### src/rtl/vector_recorder.sv
// Capture buffer: records cap_vec words on cap_en, then streams them out with valid/ready.
// Define REC_OVF_CNT_EN to build the saturating dropped-capture counter on ovf_cnt.
module vector_recorder #(
  parameter int VEC_W  = 4,
  parameter int DEPTH  = 16,
  parameter int ADDR_W = 4
) (
  input  logic              clk,
  input  logic              reset,
  input  logic              cap_en,
  input  logic [VEC_W-1:0]  cap_vec,
  input  logic              dump_start,
  output logic              out_valid,
  input  logic              out_ready,
  output logic [VEC_W-1:0]  out_vec,
  output logic              out_last,
  output logic [ADDR_W:0]   count,
  output logic              full,
  output logic              overflow,
  output logic              busy,
  output logic [15:0]       ovf_cnt
);

  localparam logic [0:0] IDLE = 1'b0;
  localparam logic [0:0] DUMP = 1'b1;

  localparam logic [ADDR_W:0]   DEPTH_C  = (ADDR_W+1)'(DEPTH);
  localparam logic [ADDR_W:0]   CNT_ONE  = (ADDR_W+1)'(1);
  localparam logic [ADDR_W-1:0] PTR_ONE  = ADDR_W'(1);

  logic [0:0]        state_q, state_d;
  logic [ADDR_W-1:0] wr_ptr_q, wr_ptr_d;
  logic [ADDR_W-1:0] rd_ptr_q, rd_ptr_d;
  logic [ADDR_W:0]   count_q, count_d;
  logic              overflow_q, overflow_d;

  logic [VEC_W-1:0]  mem [DEPTH];

  logic              cap_ok;
  logic              cap_drop;
  logic              handshake;
  logic [ADDR_W:0]   count_after;

  assign busy      = (state_q == DUMP);
  assign out_valid = busy;
  assign full      = (count_q == DEPTH_C);
  assign count     = count_q;
  assign overflow  = overflow_q;
  assign out_vec   = mem[rd_ptr_q];
  assign out_last  = busy && ({1'b0, rd_ptr_q} == (count_q - CNT_ONE));
  assign handshake = out_valid && out_ready;

  // Captures are only honoured in IDLE; during a dump the contents stay frozen.
  assign cap_ok      = (state_q == IDLE) && cap_en && !full;
  assign cap_drop    = (state_q == IDLE) && cap_en && full;
  assign count_after = count_q + {{ADDR_W{1'b0}}, cap_ok};

  // NOTE: every next-state signal gets its default first, so no path leaves one unassigned (no latches).
  always_comb begin
    state_d    = state_q;
    wr_ptr_d   = wr_ptr_q;
    rd_ptr_d   = rd_ptr_q;
    count_d    = count_q;
    overflow_d = overflow_q;
    case (state_q)
      IDLE: begin
        if (cap_ok) wr_ptr_d = wr_ptr_q + PTR_ONE;
        if (cap_drop) overflow_d = 1'b1;
        count_d = count_after;
        // A same-cycle capture is included in the dump.
        if (dump_start && (count_after != '0)) begin
          state_d  = DUMP;
          rd_ptr_d = '0;
        end
      end
      DUMP: begin
        if (handshake) begin
          if (out_last) begin
            state_d  = IDLE;
            count_d  = '0;
            wr_ptr_d = '0;
            rd_ptr_d = '0;
          end else begin
            rd_ptr_d = rd_ptr_q + PTR_ONE;
          end
        end
      end
      default: state_d = IDLE;
    endcase
  end

  // NOTE: sequential state uses non-blocking assignments so all registers update together on the edge.
  always_ff @(posedge clk or negedge reset) begin
    if (!reset) begin
      state_q    <= IDLE;
      wr_ptr_q   <= '0;
      rd_ptr_q   <= '0;
      count_q    <= '0;
      overflow_q <= 1'b0;
    end else begin
      state_q    <= state_d;
      wr_ptr_q   <= wr_ptr_d;
      rd_ptr_q   <= rd_ptr_d;
      count_q    <= count_d;
      overflow_q <= overflow_d;
    end
  end

  // NOTE: storage is deliberately left out of reset; count gates which entries are meaningful.
  always_ff @(posedge clk) begin
    if (cap_ok) mem[wr_ptr_q] <= cap_vec;
  end

`ifdef REC_OVF_CNT_EN
  logic [15:0] ovf_cnt_q;

  always_ff @(posedge clk or negedge reset) begin
    if (!reset) begin
      ovf_cnt_q <= '0;
    end else if (cap_drop && (ovf_cnt_q != 16'hFFFF)) begin
      ovf_cnt_q <= ovf_cnt_q + 16'd1;
    end
  end

  assign ovf_cnt = ovf_cnt_q;
`else
  assign ovf_cnt = 16'h0000;
`endif

endmodule

### config.mk
export PLATFORM = sky130hd
export DESIGN_NAME = vector_recorder
export DESIGN_NICKNAME = d
export VERILOG_FILES = /design/src/rtl/vector_recorder.sv
export SDC_FILE = /design/constraint.sdc
export NUM_CORES = 1
export LEC_CHECK = 0
export BUFFER_PORTS_ARGS = -buffer_cell sky130_fd_sc_hd__buf_2
export CORE_MARGIN = 8
export CORE_UTILIZATION = 58
export DETAILED_ROUTE_END_ITERATION = 12
export PLACE_DENSITY_LB_ADDON = 0.1
export SLEW_MARGIN = 20
export SYNTH_ARGS = -nofsm -noshare
export SYNTH_HDL_FRONTEND = slang
export SYNTH_SLANG_ARGS = --single-unit
### constraint.sdc
create_clock -name clk -period 3 [get_ports clk]
set_input_delay 0.6 -clock clk [delete_from_list [all_inputs] [get_ports clk]]
set_output_delay 0.6 -clock clk [all_outputs]
set_load 0.01 [all_outputs]
Yosys cells after proc, flatten, opt, wreduce, memory -nomap -nowiden
Memory sizes are Yosys's and may differ from the RTL's.
Index checks and enable logic that the tools add are counted.
{"block": "word_totals", "inputBits": 9, "reg_bits": 15, "memories": 1, "output_inout_bits": 30, "ramBits": 64}
{"block": "op_classes", "bitwise_logic": 1, "reduce_logical": 12, "muxes": 17, "eq_ne": 6, "addsub": 4}
{"name": "mem", "depth": 16, "word_bits": 4, "rd": 1, "rd_ports_with_merged_regs": 0, "wr": 1, "line_no": "37", "text": "logic [VEC_W-1:0] mem [DEPTH];"}
{"operator": "4-bit two-way mux", "count": 6}
{"operator": "4-bit one-hot mux with 2 select lines", "count": 2}
{"operator": "5-bit two-way mux", "count": 2}
{"operator": "5-bit one-hot mux with 2 select lines", "count": 1}
{"operator": "4-bit by 1-bit adder with 4-bit output (second input constant)", "count": 2}
{"operator": "1-bit logical AND", "count": 6}
{"operator": "2-bit AND reduction", "count": 3}
{"operator": "5-bit by 1-bit adder with 5-bit output", "count": 1}
{"operator": "4-bit by 5-bit == test with 1-bit output", "count": 1}
{"operator": "5-bit == test (second input constant)", "count": 1}
{"operator": "1-bit two-way mux", "count": 5}
{"operator": "5-bit nonzero test", "count": 1}
{"operator": "5-bit by 1-bit subtractor with 5-bit output (second input constant)", "count": 1}
{"operator": "2-bit by 1-bit != test with 1-bit output (second input constant)", "count": 2}
{"operator": "2-bit != test (second input constant)", "count": 2}
{"operator": "3-bit AND reduction", "count": 1}
{"operator": "1-bit one-hot mux with 2 select lines", "count": 1}
{"operator": "1-bit logical NOT", "count": 1}
{"operator": "1-bit inverter", "count": 1}

Depth between registers and ports, before layout
{"block": "depth", "depth_word": 8, "mapped_depth": 11, "ltp_nobuf": 11}

Worst setup path before layout
No wires, ideal clock.
{"block": "synth_timing", "path_type": "flip-flop to flip-flop", "startpoint": "reg count_q[0], in the netlist count[0]", "endpoint": "reg rd_ptr_q[0]", "required_time_ns": 2.922, "setup_time_ns": 0.078, "path_slack_ns": 0.471, "path_stages_with_launch": 12, "arrival_ns": 2.451, "cell_sequence": "dfrtp_1 inv_1 ha_1 nand4bb_4 clkinv_2 nor2_1 ha_1 ha_1 nor2_1 o2111ai_1 a21oi_1 o2bb2ai_1"}
{"block": "synth_via", "elab_chain_cells": 8, "elab_cells_between_ends": 14, "classes_between": "add/sub (2); eq/ne (3); mux (3); reduce/logical (6)"}
{"item": "start: declaration", "line_no": "34", "text": "logic [ADDR_W:0] count_q, count_d;"}
{"item": "start signal: assignment", "line_no": "104", "text": "count_q <= count_d;"}
{"item": "5-bit == test", "line_no": "46", "text": "assign full = (count_q == DEPTH_C);"}
{"item": "net full", "line_no": "18", "text": "output logic full,"}
{"item": "1-bit logical NOT", "line_no": "54", "text": "assign cap_ok = (state_q == IDLE) && cap_en && !full;"}
{"item": "1-bit logical AND", "line_no": "54"}
{"item": "5-bit by 1-bit adder with 5-bit output", "line_no": "56", "text": "assign count_after = count_q + {{ADDR_W{1'b0}}, cap_ok};"}
{"item": "5-bit nonzero test", "line_no": "71", "text": "if (dump_start && (count_after != '0)) begin"}
{"item": "1-bit logical AND", "line_no": "71"}
{"item": "2-bit by 1-bit != test with 1-bit output (no line)"}
{"item": "2-bit AND reduction (no line)"}
{"item": "end signal: assignment", "line_no": "103", "text": "rd_ptr_q <= rd_ptr_d;"}
{"item": "end: declaration", "line_no": "33", "text": "logic [ADDR_W-1:0] rd_ptr_q, rd_ptr_d;"}
The timed path passes the listed nets, and every way through them passes these cells. The select of a mux whose other input is x is not followed.
A chain may end at the register's enable or synchronous reset.

Worst setup path in the final report
{"block": "layout_timing", "startpoint": "reg count_q[1], in the netlist count[1]", "endpoint": "out out_last"}
{"block": "layout_via", "elab_chain_cells": 3}
{"item": "5-bit by 1-bit subtractor with 5-bit output", "line_no": "50", "text": "assign out_last = busy && ({1'b0, rd_ptr_q} == (count_q - CNT_ONE));"}
{"item": "4-bit by 5-bit == test with 1-bit output", "line_no": "50"}
{"item": "1-bit logical AND", "line_no": "50"}
{"item": "end: declaration", "line_no": "16", "text": "output logic out_last,"}
No other way between the ends.

==> impl_metrics.xml <==
<?xml version="1.0" encoding="UTF-8"?>
<metrics>
  <group name="status">
    <metric name="status" unit="">finished, final reports clean</metric>
  </group>
  <group name="yosys">
    <metric name="synthesis.area_per_instance" unit="um^2">14.1</metric>
    <metric name="post_synth_xor_area_fraction" unit="%">2.35</metric>
    <metric name="synth.cell_area" unit="um^2">3730</metric>
    <metric name="synth.distinct_cells" unit="">39</metric>
    <metric name="synth.ff_latch_count" unit="">79</metric>
    <metric name="synth.top_cell.area_share" unit="%">51.6</metric>
    <metric name="synth_seq_area_share" unit="%">61.7</metric>
    <metric name="synth_compound_gate_area_share" unit="%">8.36</metric>
    <metric name="synth_area_leader_cell" unit="">sky130_fd_sc_hd__edfxtp_1</metric>
    <metric name="yosysWarningCount" unit="">0</metric>
    <metric name="syn-instance-count" unit="">264</metric>
    <metric name="synth_adder_area_share" unit="%">2.69</metric>
    <metric name="muxShareOfSynthArea" unit="%">10.2</metric>
    <metric name="synth_top_cells_by_area" unit="">sky130_fd_sc_hd__edfxtp_1 52%, sky130_fd_sc_hd__dfrtp_1 10%, sky130_fd_sc_hd__mux2i_1 5.4%</metric>
    <metric name="ys_async_sr_fraction" unit="%">19.0</metric>
    <metric name="ys.flop_type" unit="">sky130_fd_sc_hd__edfxtp_1</metric>
    <metric name="yosys.area_share.simple" unit="%">8.26</metric>
    <metric name="synth_most_common_cell" unit="">sky130_fd_sc_hd__edfxtp_1</metric>
    <metric name="synth_edf_count" unit="">64</metric>
    <metric name="post_synth_most_frequent_cells" unit="">64 x sky130_fd_sc_hd__edfxtp_1, 20 x sky130_fd_sc_hd__buf_4, 20 x sky130_fd_sc_hd__mux2i_1</metric>
    <metric name="synth_top_family_by_area" unit="">multiplexers</metric>
  </group>
  <group name="worst_setup_path">
    <metric name="setup.worst_path.start_class" unit="">flop</metric>
    <metric name="crit-reg2reg-capture" unit="">rd_ptr_q[3]</metric>
    <metric name="critical_path_arrival" unit="ns">2.16</metric>
    <metric name="worst_r2r_path_depth" unit="">11</metric>
    <metric name="worstSetupEndpointType" unit="">primary output</metric>
    <metric name="worstSetupPathType" unit="">flop to primary output</metric>
    <metric name="critical_path_required" unit="ns">2.40</metric>
    <metric name="reg2reg_setup_slack" unit="ns">0.44</metric>
    <metric name="crit-reg2reg-launch" unit="">count[1]</metric>
    <metric name="worst-path-max-fanout" unit="">8</metric>
  </group>
  <group name="clock_tree">
    <metric name="clock-root-buffer" unit="">sky130_fd_sc_hd__clkbuf_8</metric>
    <metric name="tritoncts" unit="">yes</metric>
    <metric name="postCtsSetupRepairBufs" unit="">0</metric>
    <metric name="htree_num_levels" unit="">3</metric>
    <metric name="worst_skew_pair.late_latency" unit="ns">0.34</metric>
    <metric name="post_cts_hold_buffer_count" unit="">0</metric>
    <metric name="numCtsBuffers" unit="">9</metric>
    <metric name="cts-resized-gates" unit="">0</metric>
    <metric name="ctsLongestPathBuffers" unit="">2</metric>
    <metric name="clkSlewWorstSetupHoldPaths" unit="ns">0.08</metric>
    <metric name="sinks_on_clock_net" unit="">79</metric>
  </group>
  <group name="finish">
    <metric name="layout-drive-gt1-share" unit="%">19.2</metric>
    <metric name="design.final.nets" unit="">304</metric>
    <metric name="finalNonFillerCells" unit="">369</metric>
    <metric name="layout-area-overhead-vs-synth" unit="%">7.96</metric>
    <metric name="area_of_the_multi_input_gates" unit="um^2">1250</metric>
    <metric name="area.sequential" unit="um^2">2300</metric>
    <metric name="antenna_cells" unit="">0</metric>
    <metric name="postLayoutCellArea" unit="um^2">4020</metric>
    <metric name="fill_cells" unit="">479</metric>
  </group>
  <group name="floorplanning">
    <metric name="die_area" unit="um^2">9240</metric>
    <metric name="floorplan.initialDensity" unit="%">59.4</metric>
    <metric name="fp.dieH" unit="um">96.2</metric>
    <metric name="die_w" unit="um">96.2</metric>
    <metric name="core.rowCount" unit="">29</metric>
    <metric name="number_of_top_level_pins" unit="">39</metric>
    <metric name="coreArea" unit="um^2">6280</metric>
  </group>
  <group name="drt">
    <metric name="drt_pass1_iterations" unit="">5</metric>
    <metric name="remaining_drc_errors" unit="">0</metric>
    <metric name="drtAntennaViolNets" unit="">0</metric>
    <metric name="initial_drt_markers" unit="">134</metric>
    <metric name="post_drt_wl_per_cell" unit="um">19.4</metric>
    <metric name="routed_via_density" unit="">5.86</metric>
    <metric name="routed_wl" unit="mm">7.17</metric>
    <metric name="via_count" unit="">2161</metric>
  </group>
  <group name="placed_design">
    <metric name="placed_wire_length_estimate" unit="mm">4.95</metric>
    <metric name="dp_cells" unit="">353</metric>
    <metric name="placement.cell_area" unit="um^2">3830</metric>
    <metric name="portBuffers" unit="">22</metric>
    <metric name="gp_congestion" unit="">0.796</metric>
  </group>
  <group name="timing">
    <metric name="timing.final.hold_violations" unit="">0</metric>
    <metric name="totalNegativeSetupSlack" unit="ns">0</metric>
    <metric name="fmax" unit="MHz">362</metric>
    <metric name="fin_crit" unit="ns">2.76</metric>
    <metric name="clock-skew-final" unit="ns">0.00503</metric>
    <metric name="rsz0062_at_grt" unit="">false</metric>
    <metric name="worst_max_slew_margin_expressed_relative_to_the_limit" unit="%">55.7</metric>
    <metric name="report.final.slew_viol_count" unit="">0</metric>
    <metric name="period_share" unit="%">92.0</metric>
    <metric name="worst-slew-pin-transition" unit="ns">0.659</metric>
    <metric name="setup_viol_count_final" unit="">0</metric>
  </group>
  <group name="global_route">
    <metric name="initial_antenna_violation_count" unit="">0</metric>
    <metric name="first_pass_grt_wire_length" unit="mm">11.5</metric>
    <metric name="track_usage" unit="%">17.0</metric>
    <metric name="overflow_after_grt" unit="">0</metric>
    <metric name="first_global_vias" unit="">2185</metric>
    <metric name="grt_max_degree" unit="">23</metric>
  </group>
  <group name="pwr">
    <metric name="max-vdd-ir-drop" unit="mV">0.488</metric>
    <metric name="totalPowerFinal" unit="mW">3.44</metric>
    <metric name="pwr_density_cell" unit="nW/um^2">856</metric>
    <metric name="static-leakage-power" unit="nW">1.50</metric>
  </group>
  <group name="worst_hold_path">
    <metric name="hp-class" unit="">input port to asynchronous set/reset pin</metric>
  </group>
  <group name="run">
    <metric name="max_cap_viol_count" unit="">0</metric>
  </group>
</metrics>
==> worst max-delay path, cell delays in order, from the launching register on <==
cell and delay [ns]:
sky130_fd_sc_hd__dfrtp_1 0.46, sky130_fd_sc_hd__inv_1 0.09, sky130_fd_sc_hd__ha_1 0.26, sky130_fd_sc_hd__nand4bb_4 0.14
sky130_fd_sc_hd__clkinv_2 0.11, sky130_fd_sc_hd__a22oi_2 0.10, sky130_fd_sc_hd__a2111oi_4 0.38, sky130_fd_sc_hd__and2_1 0.16
sky130_fd_sc_hd__buf_2 0.12
==> cells in the final DEF, fill, tap and decap left out, drive strengths merged <==
| cell | netlist | routed |
|---|---|---|
| nand3b | 1 | 1 |
| and4 | 2 | 2 |
| conb | 1 | 16 |
| nand4bb | 1 | 1 |
| nand4b | 2 | 2 |
| a21o | 2 | 2 |
| dfrtp | 15 | 15 |
| a221oi | 8 | 8 |
| ha | 8 | 8 |
| nor4 | 1 | 1 |
| a211oi | 1 | 1 |
| a2111oi | 1 | 1 |
| xor2 | 3 | 3 |
| and2 | 3 | 3 |
| clkinvlp | 0 | 2 |
| clkbuf | 4 | 10 |
| o2bb2ai | 4 | 4 |
| buf | 28 | 29 |
| o31a | 1 | 1 |
| mux4 | 8 | 8 |
| nand2b | 5 | 5 |
| xnor2 | 7 | 7 |
| o21ai | 7 | 7 |
| o2111ai | 1 | 1 |
| mux2i | 20 | 20 |
| nor2b | 3 | 3 |
| edfxtp | 64 | 64 |
| a21oi | 11 | 11 |
| nand3 | 4 | 4 |
| nor3 | 6 | 6 |
| nand2 | 14 | 14 |
| inv | 5 | 7 |
| a31oi | 1 | 1 |
| clkinv | 1 | 2 |
| nor2 | 16 | 16 |
| bufinv | 0 | 1 |
| a22oi | 5 | 5 |
==> cell families (layout without fill, tap and decap cells) <==
group                    Yosys count  after routing
AO/OA/AOI/OAI                     42             42
XOR/XNOR                          10             10
adder cells (fa/ha/maj)            8              8
buffers and inverters             38             51
flip-flops                        79             79
multiplexers                      28             28
other                              1             16
AND/OR/NAND/NOR                   58             58
==> through the flow <==
step                      worst slack (ns)  hold WS, ns  utilization (%)
after floorplan                      0.471        0.304                -
after global placement               0.583        0.445             61.0
after detailed placement             0.465        0.441             61.0
after CTS                            0.224        0.151             64.1
after global routing                0.0167        0.183             64.1
final                                0.239        0.158             64.1
==> where the power goes <==
part / switching, mW / internal (mW) / leakage, nW / total [mW]
clock: 0.388 / 0.389 / 0.0933 / 0.777
sequential: 0.182 / 1.28 / 0.756 / 1.46
combinational: 0.672 / 0.536 / 0.646 / 1.21
==> per-layer routing <==
metal	GRT usage [%]	vias to the layer above	wire, um
met1	22.9	1082	3250
met4	7.30	0	93
met3	3.74	8	409
li1	-	1006	-
met2	25.9	65	3420
met5	0	-	0
==> state kept, by name (all words and copies together), names as in the netlist <==
signal    flops
mem          64
count         5
rd_ptr_q      4
wr_ptr_q      4
busy          1
overflow      1
==> layout make-up <==
class,instances,area share (%)
clock inverters,6,1.68
well taps,77,2.40
multi-input cells,162,31.0
repair buffers,29,4.04
flip-flops and latches,79,57.1
clock buffers,10,3.17
inverters,6,0.591
==> worst max path at each step <==
stage / start / end / slack (ns) / depth (start not counted)
after floorplan: count[0] / rd_ptr_q[0] / 0.47 / 11
after global placement: count[0] / rd_ptr_q[0] / 0.58 / 11
after detailed placement: count[1] / rd_ptr_q[3] / 0.47 / 11
after CTS: count[1] / out_last / 0.22 / 8
after global routing: rd_ptr_q[2] / out_vec[1] / 0.02 / 5
final: count[1] / out_last / 0.24 / 8
Power figures use the tool's default switching activity.
